<file path="config.mk">
export PLATFORM = sky130hd
export DESIGN_NAME = signed_saturate_narrow
export DESIGN_NICKNAME = d
export VERILOG_FILES = /design/src/rtl/signed_saturate_narrow.sv
export SDC_FILE = /design/constraint.sdc
export NUM_CORES = 1
export LEC_CHECK = 0
export BUFFER_PORTS_ARGS = -buffer_cell sky130_fd_sc_hd__buf_2
export CAP_MARGIN = 20
export CORE_ASPECT_RATIO = 1.2
export CORE_MARGIN = 10
export CORE_UTILIZATION = 40
export DETAILED_ROUTE_END_ITERATION = 10
export SETUP_SLACK_MARGIN = 0.05
export SLEW_MARGIN = 15
export SYNTH_ARGS = -nofsm -noshare
export SYNTH_HDL_FRONTEND = slang
export SYNTH_SLANG_ARGS = --single-unit
</file>
<file path="constraint.sdc">
create_clock -name clk -period 3 [get_ports clk]
set_clock_uncertainty 0.15 [all_clocks]
set_input_delay 0.15 -clock clk [delete_from_list [all_inputs] [get_ports clk]]
set_output_delay 0.15 -clock clk [all_outputs]
set_load 0.05 [all_outputs]
</file>
<file path="src/rtl/signed_saturate_narrow.sv">
// Narrowing stage: round-half-up drop of reduction_size LSBs, then saturate to out_size bits.
// Two-stage elastic valid/ready pipeline, plus a clip counter and a held clip LED.
module signed_saturate_narrow #(
   parameter int operand_size     = 16,
   parameter int reduction_size   = 4,
   parameter int clip_hold_cycles = 4_800_000
) (
   input  logic                                   clk,
   input  logic                                   rst_n,
   input  logic [operand_size-1:0]                in_sample,
   input  logic                                   in_valid,
   output logic                                   in_ready,
   output logic [operand_size-reduction_size-1:0] out_sample,
   output logic                                   out_valid,
   input  logic                                   out_ready,
   output logic                                   out_clip,
   input  logic                                   clear_clip,
   output logic [15:0]                            clip_count,
   output logic                                   clip_led
);

   localparam int out_size = operand_size - reduction_size;
   localparam int hold_w   = $clog2(clip_hold_cycles + 1);
   localparam logic [hold_w-1:0]       hold_load = hold_w'(clip_hold_cycles);
   localparam logic signed [operand_size:0] round_k =
      (operand_size + 1)'(1) << (reduction_size - 1);

   logic                          s1_valid_q, s1_valid_d;
   logic signed [out_size:0]      s1_q, s1_d;
   logic                          out_valid_q, out_valid_d;
   logic [out_size-1:0]           out_sample_q, out_sample_d;
   logic                          out_clip_q, out_clip_d;
   logic [15:0]                   clip_count_q, clip_count_d;
   logic [hold_w-1:0]             hold_q, hold_d;

   logic signed [operand_size:0]  sum;
   logic [out_size-1:0]           sat_val;
   logic                          sat_clip;
   logic                          s2_ready;
   logic                          clip_xfer;

   // Sign-extended by one bit so adding the half-LSB can never wrap.
   assign sum = $signed({in_sample[operand_size-1], in_sample}) + round_k;

   assign s2_ready  = !out_valid_q || out_ready;
   assign in_ready  = !s1_valid_q || s2_ready;
   assign clip_xfer = out_valid_q && out_ready && out_clip_q;

   // Out of range exactly when the two top bits of the stage-1 value disagree.
   always_comb begin
      sat_val  = s1_q[out_size-1:0];
      sat_clip = 1'b0;
      if (s1_q[out_size] != s1_q[out_size-1]) begin
         sat_clip = 1'b1;
         sat_val  = s1_q[out_size] ? {1'b1, {(out_size-1){1'b0}}}
                                   : {1'b0, {(out_size-1){1'b1}}};
      end
   end

   always_comb begin
      s1_valid_d   = s1_valid_q;
      s1_d         = s1_q;
      out_valid_d  = out_valid_q;
      out_sample_d = out_sample_q;
      out_clip_d   = out_clip_q;
      clip_count_d = clip_count_q;
      hold_d       = hold_q;

      if (in_ready) begin
         s1_valid_d = in_valid;
         s1_d       = (out_size + 1)'(sum >>> reduction_size);
      end
      if (s2_ready) begin
         out_valid_d  = s1_valid_q;
         out_sample_d = sat_val;
         out_clip_d   = sat_clip;
      end

      if (clear_clip) begin
         clip_count_d = '0;
         hold_d       = '0;
      end else begin
         if (clip_xfer && clip_count_q != 16'hFFFF)
            clip_count_d = clip_count_q + 16'd1;
         if (clip_xfer)
            hold_d = hold_load;
         else if (hold_q != '0)
            hold_d = hold_q - hold_w'(1);
      end
   end

   always_ff @(posedge clk or negedge rst_n) begin
      if (!rst_n) begin
         s1_valid_q   <= 1'b0;
         s1_q         <= '0;
         out_valid_q  <= 1'b0;
         out_sample_q <= '0;
         out_clip_q   <= 1'b0;
         clip_count_q <= '0;
         hold_q       <= '0;
      end else begin
         s1_valid_q   <= s1_valid_d;
         s1_q         <= s1_d;
         out_valid_q  <= out_valid_d;
         out_sample_q <= out_sample_d;
         out_clip_q   <= out_clip_d;
         clip_count_q <= clip_count_d;
         hold_q       <= hold_d;
      end
   end

   assign out_sample = out_sample_q;
   assign out_valid  = out_valid_q;
   assign out_clip   = out_clip_q;
   assign clip_count = clip_count_q;
   assign clip_led   = (hold_q != '0);

endmodule
</file>
==> reports/qor.yml <==
antenna_found_initial: 0
critPathSlowestCell: "nor4_4"
ys_seq_area_frac: 0.490
layout-drive-gt1-share: 0.189
rows: 36
cts_tree: "yes"
areaGrowthSynthToFinish_pct: 20.8
ys_warn_count: 0
grt_pass1_vias: 2866
core_um2: 8240
avgSynthCellArea_um2: 9.42
whs_ns: 0.0219
slowest_delay_ns: 0.48
p_per_area_nw_per_um2: 806
die_w_um: 104
slew_violations: 0
synth_edf_count: 0
p_int_mw: 2.02
path_buf_inv: 2
power.total_mw: 3.33
mostFrequentLayoutCell: "dfrtp_1"
wirelength_um: 7830
required_ns: 2.70
end_kind: "output pin"
seq_power_share: 0.375
min_delay_worst_endpoint: "s1_q[4]"
syn_area_um2: 3420
post-route-min-period_ns: 2.60
clkLatencyLatePin_ns: 0.34
avgRoutedWirePerCell_um: 14.4
root_buffer: "clkbuf_8"
cts.clk_slew.worst_paths_ns: 0.07
ioPinCount: 53
critical_path_cell_count: 5
antenna_cells: 0
worstSetupPathType: "register to output pin"
grt_pass1_wl_um: 13800
ant_nets: 0
path_max_fanout: 5
numPortBuffers: 49
via_count: 2874
fin_util: 0.501
cap_violations: 0
ys.flop_type: "dfrtp_1"
first_pass_iters: 4
post-route-drc-count: 0
clock_sinks: 67
comb_power_share: 0.362
setup_viol: 0
start_kind: "register"
min_period_over_period: 0.866
synthCells: 363
grt_overflow: 0
grt_use_total: 0.129
layout.nets: 450
drt-vias-per-instance: 5.29
drt-initial-drc-count: 115
status: "complete, no violations"
r2r_end: "hold_q[7]"
tightest_slew_ns: 0.788
min_path_cells: 3
clockBufferDepth: 2
fmax_mhz: 385
dp_hpwl_um: 5620
cts_hold_buffers: 10
reg2reg_slack_ns: 0.67
synthArstFlopShare: 1.00
hp-class: "input pin to register"
crit_family: "simple AND/OR/NAND/NOR gates"
finalHoldViolations: 0
place.gp.congestion: 0.812
ys_types: 45
die-height_um: 121
htreeDepth: 3
hp-start: "in_sample[8]"
pre_cts_ws_ns: 0.679
cts_setup_buffers: 0
power_frac_clock: 0.264
rsz0062_at_grt: "false"
reg2regPathDepth: 6
vdd_drop_max_uv: 362
switchingPower_mw: 1.30
switching_share: 0.392
finalSetupTns_ns: 0
cts_resized: 0
arrival_ns: 2.30
path_cells: "nor4_4 -> nand4_1 -> nor3_2 -> inv_1 -> buf_2"
start_util: 0.415
die-area_um2: 12700
slew_headroom: 0.473
cts_buffers: 9
syn_nets: 389
ys_ff_latch: 67
leakage_nw: 1.79
timing.rr.start: "hold_q[3]"
grt_start_max_net_pins: 35
fin_ws_ns: 0.403
most-common-layout-cells: "dfrtp_1, buf_2, nor2_1"
per-layer routing:
layer	share of wire	GRT usage	routed length [um]
met5	0	0	0
met4	0.0078	0.0418	61
met3	0.059	0.0393	460
met2	0.47	0.210	3700
met1	0.46	0.161	3610
stage by stage:
stage | cells | instance area (um^2)
2_1_floorplan | 363 | 3420
3_3_place_gp | 517 | 3790
3_5_place_dp | 517 | 3790
4_1_cts | 543 | 4130
5_1_grt | 543 | 4130
6_report | 543 | 4130
worst reg2reg max path, delay by kind of cell (launching register included):
family | cells | cell delay (ns)
AND/OR/NAND/NOR | 4 | 1.23
buffers and inverters | 1 | 0.23
AO/OA/AOI/OAI | 1 | 0.17
flip-flops | 1 | 0.46
Yosys cell counts (all sizes together) (4+ instances only):
cell	count	share of area
dfrtp	67	0.49
nor2	45	0.049
a21oi	31	0.045
nand2	29	0.034
o21ai	23	0.034
nand3	18	0.026
xor2	17	0.044
xnor2	16	0.041
nor3	15	0.023
or3	11	0.022
clkbuf	10	0.011
nand4	10	0.018
nor4	7	0.019
and3	6	0.011
inv	6	0.0066
o31ai	6	0.013
ha	5	0.018
or4	5	0.011
a311oi	4	0.010
nand2b	4	0.0073
layout make-up:
class / count / area (um^2)
clock buffers: 11 / 151
clock inverters: 5 / 83.8
fillers: 788 / 4120
inverters: 6 / 22.5
multi-input cells: 277 / 1660
flip-flops and latches: 67 / 1680
well taps: 114 / 143
repair buffers: 63 / 388
flip-flops by register name (all words and copies together) (netlist names):
register,flops
hold_q,23
out_valid,1
clip_count,16
out_clip,1
out_sample,12
s1_q,13
s1_valid_q,1
power by group through the flow:
stage / Clock [mW] / Combinational (mW) / Sequential [mW]
final: 0.877 / 1.20 / 1.25
after global routing: 0.932 / 1.35 / 1.28
after CTS: 0.899 / 1.22 / 1.24
after detailed placement: 0 / 1.20 / 1.26
after global placement: 0 / 1.18 / 1.26
after floorplan: 0 / 0.764 / 1.39
how the worst max path moves through the flow:
stage,endpoint,from
final,clip_led,hold_q[3]
after global routing,clip_led,hold_q[3]
after CTS,clip_led,hold_q[3]
after detailed placement,hold_q[17],hold_q[3]
after global placement,hold_q[15],hold_q[3]
after floorplan,s1_q[10],out_valid
cell families (layout without fill, tap and decap cells):
kind of cell	after synthesis	in the layout	share of synthesized area
flops	67	67	0.490
buf+inv	19	85	0.0231
mux	2	2	0.00622
fa+ha+maj	5	5	0.0183
simple gates	164	164	0.254
compound gates	73	73	0.123
xor+xnor	33	33	0.0846
Power figures use the tool's default switching activity.
